$ cat config.mk
export PLATFORM = sky130hd
export DESIGN_NAME = ethpipe_rx_drain
export DESIGN_NICKNAME = d
export VERILOG_FILES = /design/src/rtl/ethpipe_pkg.sv /design/src/rtl/ethpipe_skid2.sv /design/src/rtl/ethpipe_rx_drain.sv
export SDC_FILE = /design/constraint.sdc
export NUM_CORES = 1
export LEC_CHECK = 0
export CORE_UTILIZATION = 42
export DETAILED_ROUTE_END_ITERATION = 8
export HOLD_SLACK_MARGIN = 0.15
export PLACE_DENSITY = 0.66
export SKIP_CTS_REPAIR_TIMING = 1
export SLEW_MARGIN = 20
export SYNTH_ARGS = -nofsm -noshare
export SYNTH_HDL_FRONTEND = slang
export SYNTH_SLANG_ARGS = --single-unit
$ cat constraint.sdc
create_clock -name pci_clk -period 4.49 [get_ports pci_clk]
set_input_delay 0.898 -clock pci_clk [delete_from_list [all_inputs] [get_ports pci_clk]]
set_output_delay 0.898 -clock pci_clk [all_outputs]
set_load 0.005 [all_outputs]
$ cat src/rtl/ethpipe_pkg.sv
// Shared RX/TX ethpipe definitions: drain FSM states, frame-record header layout, stream beat type.
package ethpipe_pkg;

    typedef enum logic [2:0] {
        ST_IDLE,
        ST_HDR0,
        ST_HDR1,
        ST_HDR2,
        ST_DATA,
        ST_DONE
    } ethpipe_state_e;

    localparam logic [15:0] ETH_HDR_MAGIC = 16'hE7B1;

    localparam int HDR_MAGIC_LSB = 16;
    localparam int HDR_TRUNC_BIT = 15;
    localparam int HDR_LEN_LSB   = 0;

    typedef struct packed {
        logic [31:0] data;
        logic [3:0]  keep;
        logic        last;
    } ethpipe_beat_t;

    // Byte enables for the final word of a len-byte record.
    function automatic logic [3:0] keep_from_len(input logic [1:0] len_lo);
        case (len_lo)
            2'd1:    keep_from_len = 4'h1;
            2'd2:    keep_from_len = 4'h3;
            2'd3:    keep_from_len = 4'h7;
            default: keep_from_len = 4'hF;
        endcase
    endfunction

    function automatic logic [31:0] hdr0_pack(input logic [15:0] magic, input logic trunc,
                                              input logic [11:0] len);
        hdr0_pack                          = '0;
        hdr0_pack[HDR_MAGIC_LSB +: 16]     = magic;
        hdr0_pack[HDR_TRUNC_BIT]           = trunc;
        hdr0_pack[HDR_LEN_LSB +: 12]       = len;
    endfunction

endpackage

$ cat src/rtl/ethpipe_skid2.sv
// Two-entry valid/ready buffer with registered outputs. The producer must track o_count
// itself; a push into a full buffer with no pop is discarded.
module ethpipe_skid2
    import ethpipe_pkg::*;
(
    input  logic          i_clk,
    input  logic          i_rst_n,
    input  logic          i_valid,
    input  ethpipe_beat_t i_beat,
    output logic          o_valid,
    output ethpipe_beat_t o_beat,
    input  logic          i_ready,
    output logic [1:0]    o_count
);

    ethpipe_beat_t r_buf0, r_buf1;
    logic [1:0]    r_cnt;
    logic          w_pop, w_push;

    assign w_pop  = (r_cnt != 2'd0) & i_ready;
    assign w_push = i_valid & ((r_cnt != 2'd2) | w_pop);

    always_ff @(posedge i_clk or negedge i_rst_n) begin
        if (!i_rst_n) begin
            r_cnt  <= 2'd0;
            r_buf0 <= '0;
            r_buf1 <= '0;
        end else begin
            case ({w_push, w_pop})
                2'b10: begin
                    if (r_cnt == 2'd0) r_buf0 <= i_beat;
                    else               r_buf1 <= i_beat;
                    r_cnt <= r_cnt + 2'd1;
                end
                2'b01: begin
                    r_buf0 <= r_buf1;
                    r_cnt  <= r_cnt - 2'd1;
                end
                2'b11: begin
                    if (r_cnt == 2'd1) begin
                        r_buf0 <= i_beat;
                    end else begin
                        r_buf0 <= r_buf1;
                        r_buf1 <= i_beat;
                    end
                end
                default: ;
            endcase
        end
    end

    assign o_valid = (r_cnt != 2'd0);
    assign o_beat  = r_buf0;
    assign o_count = r_cnt;

endmodule

$ cat src/rtl/ethpipe_rx_drain.sv
// Drains a received frame slot into a 32-bit header+payload stream and frees the slot.
// Build option ETHPIPE_RX_FCS_STRIP_EN removes the trailing 4 FCS bytes from the record.
module ethpipe_rx_drain
    import ethpipe_pkg::*;
#(
    parameter logic [10:0] DATA_START_ADDR = 11'd5,
    parameter logic [11:0] MAX_FRAME_LEN   = 12'd2048,
    parameter logic [15:0] HDR_MAGIC       = ETH_HDR_MAGIC
) (
    input  logic        pci_clk,
    input  logic        sys_rst_n,
    input  logic        rx_complete,
    input  logic [11:0] rx_frame_len,
    input  logic [63:0] rx_timestamp,
    output logic [10:0] slot_rd_address,
    input  logic [31:0] slot_rd_q,
    output logic        rx_empty,
    output logic [31:0] m_data,
    output logic [3:0]  m_keep,
    output logic        m_last,
    output logic        m_valid,
    input  logic        m_ready,
    output logic [15:0] drop_count
);

    ethpipe_state_e r_state;
    logic [11:0]    r_len;
    logic           r_trunc;
    logic [63:0]    r_ts;
    logic [10:0]    r_rd_addr;
    logic [9:0]     r_words_left;
    logic           r_last_pushed;
    logic           r_rd_vld;
    logic [3:0]     r_rd_keep;
    logic           r_rd_last;
    logic           r_empty;
    logic [15:0]    r_drop;

    logic [11:0]    w_len_clamp, w_len;
    logic [9:0]     w_words;
    logic [1:0]     w_cnt;
    logic [2:0]     w_occ;
    logic           w_pop, w_room, w_in_hdr, w_hdr_push, w_rd_en, w_in_vld;
    logic [31:0]    w_hdr_word;
    ethpipe_beat_t  w_in, w_out;

    assign w_len_clamp = (rx_frame_len > MAX_FRAME_LEN) ? MAX_FRAME_LEN : rx_frame_len;
`ifdef ETHPIPE_RX_FCS_STRIP_EN
    assign w_len = (w_len_clamp < 12'd4) ? 12'd0 : (w_len_clamp - 12'd4);
`else
    assign w_len = w_len_clamp;
`endif
    assign w_words = w_len[11:2] + {9'd0, |w_len[1:0]};

    // Reserve a buffer slot for every word in flight, so the RAM's one-cycle read latency
    // never lands data on a full buffer even if m_ready drops.
    assign w_pop      = m_valid & m_ready;
    assign w_occ      = {1'b0, w_cnt} + {2'b00, r_rd_vld} - {2'b00, w_pop};
    assign w_room     = (w_occ < 3'd2);
    assign w_in_hdr   = (r_state == ST_HDR0) | (r_state == ST_HDR1) | (r_state == ST_HDR2);
    assign w_hdr_push = w_in_hdr & w_room & ~r_last_pushed;
    assign w_rd_en    = (r_state == ST_DATA) & (r_words_left != 10'd0) & w_room;

    always_comb begin
        w_hdr_word = r_ts[31:0];
        case (r_state)
            ST_HDR0: w_hdr_word = hdr0_pack(HDR_MAGIC, r_trunc, r_len);
            ST_HDR1: w_hdr_word = r_ts[63:32];
            default: ;
        endcase
    end

    always_comb begin
        w_in_vld = r_rd_vld | w_hdr_push;
        w_in     = '{data: w_hdr_word, keep: 4'hF,
                     last: (r_state == ST_HDR2) && (r_len == 12'd0)};
        if (r_rd_vld)
            w_in = '{data: slot_rd_q, keep: r_rd_keep, last: r_rd_last};
    end

    always_ff @(posedge pci_clk or negedge sys_rst_n) begin
        if (!sys_rst_n) begin
            r_state       <= ST_IDLE;
            r_len         <= '0;
            r_trunc       <= 1'b0;
            r_ts          <= '0;
            r_rd_addr     <= '0;
            r_words_left  <= '0;
            r_last_pushed <= 1'b0;
            r_rd_vld      <= 1'b0;
            r_rd_keep     <= '0;
            r_rd_last     <= 1'b0;
            r_empty       <= 1'b1;
        end else begin
            r_rd_vld <= w_rd_en;
            if (w_rd_en) begin
                r_rd_addr    <= r_rd_addr + 11'd1;
                r_words_left <= r_words_left - 10'd1;
                r_rd_last    <= (r_words_left == 10'd1);
                r_rd_keep    <= (r_words_left == 10'd1) ? keep_from_len(r_len[1:0]) : 4'hF;
            end
            case (r_state)
                ST_IDLE: if (rx_complete) begin
                    r_len        <= w_len;
                    r_trunc      <= (rx_frame_len > MAX_FRAME_LEN);
                    r_ts         <= rx_timestamp;
                    r_rd_addr    <= DATA_START_ADDR;
                    r_words_left <= w_words;
                    r_empty      <= 1'b0;
                    r_state      <= ST_HDR0;
                end
                ST_HDR0: if (w_hdr_push) r_state <= ST_HDR1;
                ST_HDR1: if (w_hdr_push) r_state <= ST_HDR2;
                // A zero-length record ends on HDR2, so wait here for its handshake.
                ST_HDR2: begin
                    if (w_pop && m_last)
                        r_state <= ST_DONE;
                    else if (w_hdr_push) begin
                        if (r_len == 12'd0) r_last_pushed <= 1'b1;
                        else                r_state       <= ST_DATA;
                    end
                end
                ST_DATA: if (w_pop && m_last) r_state <= ST_DONE;
                ST_DONE: begin
                    r_empty       <= 1'b1;
                    r_last_pushed <= 1'b0;
                    r_state       <= ST_IDLE;
                end
                default: r_state <= ST_IDLE;
            endcase
        end
    end

    always_ff @(posedge pci_clk or negedge sys_rst_n) begin
        if (!sys_rst_n)
            r_drop <= '0;
        else if (rx_complete && (r_state != ST_IDLE) && (r_drop != 16'hFFFF))
            r_drop <= r_drop + 16'd1;
    end

    ethpipe_skid2 u_skid (
        .i_clk   (pci_clk),
        .i_rst_n (sys_rst_n),
        .i_valid (w_in_vld),
        .i_beat  (w_in),
        .o_valid (m_valid),
        .o_beat  (w_out),
        .i_ready (m_ready),
        .o_count (w_cnt)
    );

    assign m_data          = w_out.data;
    assign m_keep          = w_out.keep;
    assign m_last          = w_out.last;
    assign slot_rd_address = r_rd_addr;
    assign rx_empty        = r_empty;
    assign drop_count      = r_drop;

endmodule

======== Word level (Yosys, flattened, before mapping) ========
Index checks and enable logic that the tools add are counted.
word-level totals
  input port bits ......................... 112
  output and inout port bits .............. 66
  bits in registers ....................... 201
  word-level logic and storage cells ...... 121
cells by class
  equality and inequality tests ........... 27
  reduce and logical (&&, ||, !) cells .... 22
  $add $sub $neg .......................... 8
  muxes and demuxes ....................... 32
  bitwise logic cells ..................... 11
  order comparisons ....................... 2
operators by type and width
  operator                 number
  $mux W37                 5
  $pmux W37 S3             1
  $pmux W37 S2             1
  $pmux W32 S2             1
  $mux W11                 3
  $mux W10                 3
  $mux W3                  7
  $add A16 B1 Y16 const B  1
  $ne A16 B16 Y1 const B   1
  $ne A2 B2 Y1 const B     8
  $pmux W3 S5              1
  $gt A12 B12 Y1 const B   1
  $logic_not A12 Y1        1
  $mux W12                 1
  $pmux W4 S3              1
  $add A11 B1 Y11 const B  1
  $add A10 B1 Y10          1
  $eq A10 B1 Y1 const B    1
  $reduce_bool A10 Y1      1
  $reduce_bool A2 Y1       5
  $sub A10 B1 Y10 const B  1
  $eq A2 B2 Y1 const B     4
  $and A1 B1 Y1            6
  $eq A2 B1 Y1 const B     3
  other kinds (25)         43

======== Depth between registers and ports, before layout ========
  depth after elaboration ................. 11
  depth in mapped cells ................... 15
  mapped depth without buffers ............ 14

======== Cells and area by module ========
A second synthesis with hierarchy kept.
unflattened totals
  cells, all modules ...................... 1,063
  area, all modules ....................... 9,989.6 µm²
modules (own cells, without submodules)
  module            sequential area each (µm²)  cells an instance  instances  area an instance (µm²)
  ethpipe_rx_drain  3,129.3                     751                1          6,448.7
  ethpipe_skid2     1,901.8                     312                1          3,540.9

======== Worst setup path after synthesis ========
OpenSTA, ideal clock, no wires.
  path type ............................... input to register
  from .................................... in m_ready
  to ...................................... reg u_skid.r_buf0, in the netlist u_skid.o_beat[36]
  stages .................................. 12
  buffers on the path ..................... 2
  required time ........................... 4.368 ns
  library setup time ...................... 0.122 ns
  slack ................................... 0.846 ns
  arrival ................................. 3.522 ns
  path through ............................ nand2_1 clkinv_1 ha_1 nand2b_1 fa_1 inv_1 o41ai_4 a31oi_1 buf_2 buf_4 a21oi_1 a21oi_1
between the ends
  cells in the longest elaborated chain, start to end .. 10
  elaborated cells on any way between the ends .. 15
  classes of those cells .................. add/sub (1); order compare (1); eq/ne (4); mux (1); bitwise (6); reduce/logical (2)
ends and longest elaborated chain
  what                                                                        line                                         text
  start: declaration                                                          ethpipe_rx_drain.sv:22                       input logic m_ready,
  $and A1 B1 Y1 (*)                                                           ethpipe_skid2.sv:20, ethpipe_rx_drain.sv:57
  $sub A3 B1 Y3                                                               ethpipe_rx_drain.sv:58                       assign w_occ = {1'b0, w_cnt} + {2'b00, r_rd_vld} - {2'b00, w_pop};
  $lt A3 B2 Y1                                                                ethpipe_rx_drain.sv:59                       assign w_room = (w_occ < 3'd2);
  $and A1 B1 Y1 (2 in a row)                                                  ethpipe_rx_drain.sv:61                       assign w_hdr_push = w_in_hdr & w_room & ~r_last_pushed;
  $or A1 B1 Y1                                                                ethpipe_rx_drain.sv:74                       w_in_vld = r_rd_vld | w_hdr_push;
  $and A1 B1 Y1                                                               ethpipe_skid2.sv:21                          assign w_push = i_valid & ((r_cnt != 2'd2) | w_pop);
  $eq A2 B2 Y1 / $eq A2 B1 Y1 (equally long branches)                         ethpipe_skid2.sv:29                          case ({w_push, w_pop})
  $ne A2 B1 Y1 (no source line) / $reduce_bool A3 Y1 (equally long branches)  -
  $reduce_and A2 Y1 (no source line)                                          -
  end signal: assignment                                                      ethpipe_skid2.sv:31                          if (r_cnt == 2'd0) r_buf0 <= i_beat;
  end signal: assignment                                                      ethpipe_skid2.sv:36                          r_buf0 <= r_buf1;
  end signal: assignment                                                      ethpipe_skid2.sv:41                          r_buf0 <= i_beat;
  end: declaration                                                            ethpipe_skid2.sv:16                          ethpipe_beat_t r_buf0, r_buf1;
Mark *: on every way between the ends. The rest lies on a longest branch, timed or not.
A chain may end at the register's enable or synchronous reset.

======== Worst setup path in the final report ========
  from .................................... reg u_skid.r_cnt[1] (netlist: u_skid.o_count[1])
  to ...................................... reg u_skid.r_buf1[20] in the netlist's numbering
between the ends
  cells in the longest elaborated chain, start to end .. 11
  elaborated cells on any way between the ends .. 20
  classes of those cells .................. add/sub (2); order compare (1); eq/ne (6); mux (1); bitwise (6); reduce/logical (4)
ends and longest elaborated chain
  what                                                                    line                 text
  start: declaration                                                      ethpipe_skid2.sv:17  logic [1:0] r_cnt;
  start signal: assignment                                                ethpipe_skid2.sv:33  r_cnt <= r_cnt + 2'd1;
  start signal: assignment                                                ethpipe_skid2.sv:37  r_cnt <= r_cnt - 2'd1;
  parallel branches: the longest is 11 deep, another holds $add A2 B1 Y3  -
  end signal: assignment                                                  ethpipe_skid2.sv:32  else r_buf1 <= i_beat;
  end signal: assignment                                                  ethpipe_skid2.sv:44  r_buf1 <= i_beat;
  end: declaration                                                        ethpipe_skid2.sv:16
Several ways; the timed one is not identified.

==> impl_metrics.toml <==
[status]
status = "finished clean"

[synthesis]
synth_cells = 1082
ys_warn_count = 0
synth_cell_type_count = 67
netlist_area_um2 = 9780
synth_area_leaders = "dfrtp_1 51%, nand2_1 9.9%, o21ai_0 5.0%"
synth-edff-count = 0
synth_ff_type = "dfrtp_1"
synth_top_cell_by_area = "dfrtp_1"
yosysSeqAreaShare_pct = 51.4
syn_area_per_cell_um2 = 9.04
ys_ff_latch = 201
netlist.area_leader.share_pct = 51.2
syn_nets = 1207
synth_compound_area_share_pct = 16.8
yosys.area_share.simple_pct = 21.8
synth_top_family_by_area = "simple AND/OR/NAND/NOR gates"
synth_fa_ha_area_share_pct = 1.74
synth_xor_area_share_pct = 3.30
async_reset_ff_share_pct = 100
synth_mux_area_share_pct = 0.767

[die]
io_pins = 178
initial_core_util_pct = 43.1
die_y_um = 155
rows = 55
die_area_um2 = 23900
core_um2 = 22700
die_w_um = 155

[detailed_routing]
vias_per_cell = 5.42
wl_per_cell_um = 17.3
totalWireLength_um = 26500
drt_iter0_drc = 682
drc = 0
ant_nets = 0
firstDrtPassIters = 7
vias = 8305

[clocking]
cts.sinks = 201
cts_tree = "built"
cts.clk_slew.worst_paths_ns = 0.06
cts_root_buf = "clkbuf_16"
cts_buffers = 22
clockBufferDepth = 3
clock_latency_ns = 0.51
htree_levels = 1

[hold_path]
min_path_type = "flop to flop"
hold_start = "r_ts[18]$_DFFE_PN0P_"

[final_layout]
synthToLayoutAreaGrowth_pct = 28.1
final_area_um2 = 12500
fin_cells = 1531
final_common_cell = "nand2_1"
nets = 1358
final_cell_mix = "257 x nand2_1, 199 x dfrtp_1, 176 x clkdlybuf4s50_1, 97 x o21ai_0, 60 x a21oi_1"
diodes = 0
drive_gt1_share_pct = 5.86

[global_routing]
grt_max_degree = 122
antenna_found_initial = 0
grtUsageTotal_pct = 22.4
grt_pass1_wl_um = 42700
grt_pass1_vias = 7902
grt-ovfl-total = 0

[power]
leakage_nw = 5.38
total_power_mw = 8.40
powerDensity_nw_per_um2 = 670
vdd_drop_max_uv = 293

[sta]
relSlewSlack_pct = 26.0
fin_crit_sh_pct = 82.8
grt_setup_unrepaired = "no"
tns_ns = 0
slew_viol_final = 0
hold_violations = 0
setup_viol_count_final = 0
skew_ns = 0.0194
fmax_mhz = 269
fin_crit_ns = 3.72
worst_slew_pin_slew_ns = 1.11

[placement]
dpl.cell_count = 1494
port_buffers = 177
placed_cell_area_um2 = 11800
dp_hpwl_um = 18600
gp_congestion = 0.885

[setup_path]
cp_max_fo = 64
critPathRequiredTime_ns = 4.86
worstSetupStartpoint = "u_skid.o_count[1]$_DFFE_PN0P_"
end_kind = "flop"
r2r-start = "u_skid.o_count[1]$_DFFE_PN0P_"
crit_arrival_ns = 4.08
path_class = "flop to flop"
critPathLaunchType = "flop"

[run]
drv_cap = 0
==> report_power, final <==
group          switching [mW]  total, mW  leakage (nW)  internal [mW]
logic                    1.95       3.51          2.54           1.55
registers               0.582       3.14          2.49           2.56
clock network           0.717       1.75         0.350           1.04
total                    3.25       8.40          5.38           5.15
==> area by class of cell <==
type / count / area, um2
Clock inverter: 8 / 78.8
Inverter: 31 / 116
Clock buffer: 29 / 627
Tap cell: 285 / 357
Multi-Input combinational cell: 783 / 4370
Sequential cell: 201 / 5030
Timing Repair Buffer: 194 / 1950
Fill cell: 2025 / 10200
==> layer usage <==
| metal | global-route usage (%) | vias to the layer above | wire length [um] |
|---|---|---|---|
| met5 | 0 | - | 0 |
| met4 | 6.84 | 0 | 570 |
| met1 | 33.2 | 3967 | 12600 |
| met3 | 2.61 | 37 | 1250 |
| met2 | 34.4 | 227 | 12000 |
| li1 | - | 4074 | - |
==> flip-flops by register name, summed over array words and instances, names as in the netlist, 3 cells and up <==
name             flops
u_skid.o_beat       37
r_words_left        10
r_state              3
drop_count          16
u_skid.r_buf1       37
slot_rd_address     11
r_rd_keep            4
r_len               12
r_ts                64
==> critical path: stages, from the launching register on <==
cell,delay (ns)
dfrtp_1,0.48
inv_1,0.15
ha_1,0.22
inv_1,0.13
nand2_1,0.11
clkinv_1,0.10
ha_1,0.27
nand2b_1,0.16
fa_1,0.53
inv_1,0.13
o41ai_4,0.40
buf_4,0.23
o2111ai_4,0.22
buf_12,0.27
nand2_1,0.09
o21ai_0,0.08
==> metrics by stage <==
stage | util (%) | hold slack (ns) | setup slack (ns)
after floorplan | - | 0.445 | 0.846
after global placement | 52.1 | 0.456 | 0.457
after detailed placement | 52.1 | 0.463 | 0.388
after CTS | 55.2 | 0.478 | 0.808
after global routing | 55.2 | 0.492 | 0.536
final | 55.2 | 0.477 | 0.774
==> cells in the mapped netlist (5+ instances only) <==
cell,count
nand4_1,11
o22ai_1,43
xnor2_1,28
o21ai_0,97
nand2b_1,34
and2_1,16
buf_1,10
buf_2,26
nor3_1,22
nand2_1,258
nor4_1,11
nand3b_1,5
a31oi_1,6
o21a_1,5
nand3_1,24
a22oi_1,12
a21oi_1,60
ha_1,12
nor2_1,47
dfrtp_1,200
xor2_1,7
inv_1,29
o221ai_1,11
clkbuf_1,27
a222oi_1,9
and4_1,6
==> logic make-up after synthesis <==
family,after synthesis
xor gates and xnor gates,36
and+or+nand+nor,458
muxes,7
AOI/OAI and AO/OA,269
adders and majority gates,13
DFF,201
buffers and inverters,98
==> worst paths after layout <==
path	end	slack (ns)	cells after the start
max	u_skid.r_buf1[20]$_DFFE_PN0P_	0.77	15
min	r_ts[18]$_DFFE_PN0P_	0.48	2
max reg2reg	u_skid.r_buf1[20]$_DFFE_PN0P_	0.77	15
min reg2reg	r_ts[18]$_DFFE_PN0P_	0.48	2
max in group asynchronous	rx_empty$_DFFE_PN1P_	3.05	2
min in group asynchronous	drop_count[11]$_DFFE_PN0P_	0.52	1
Power figures use the tool's default switching activity.
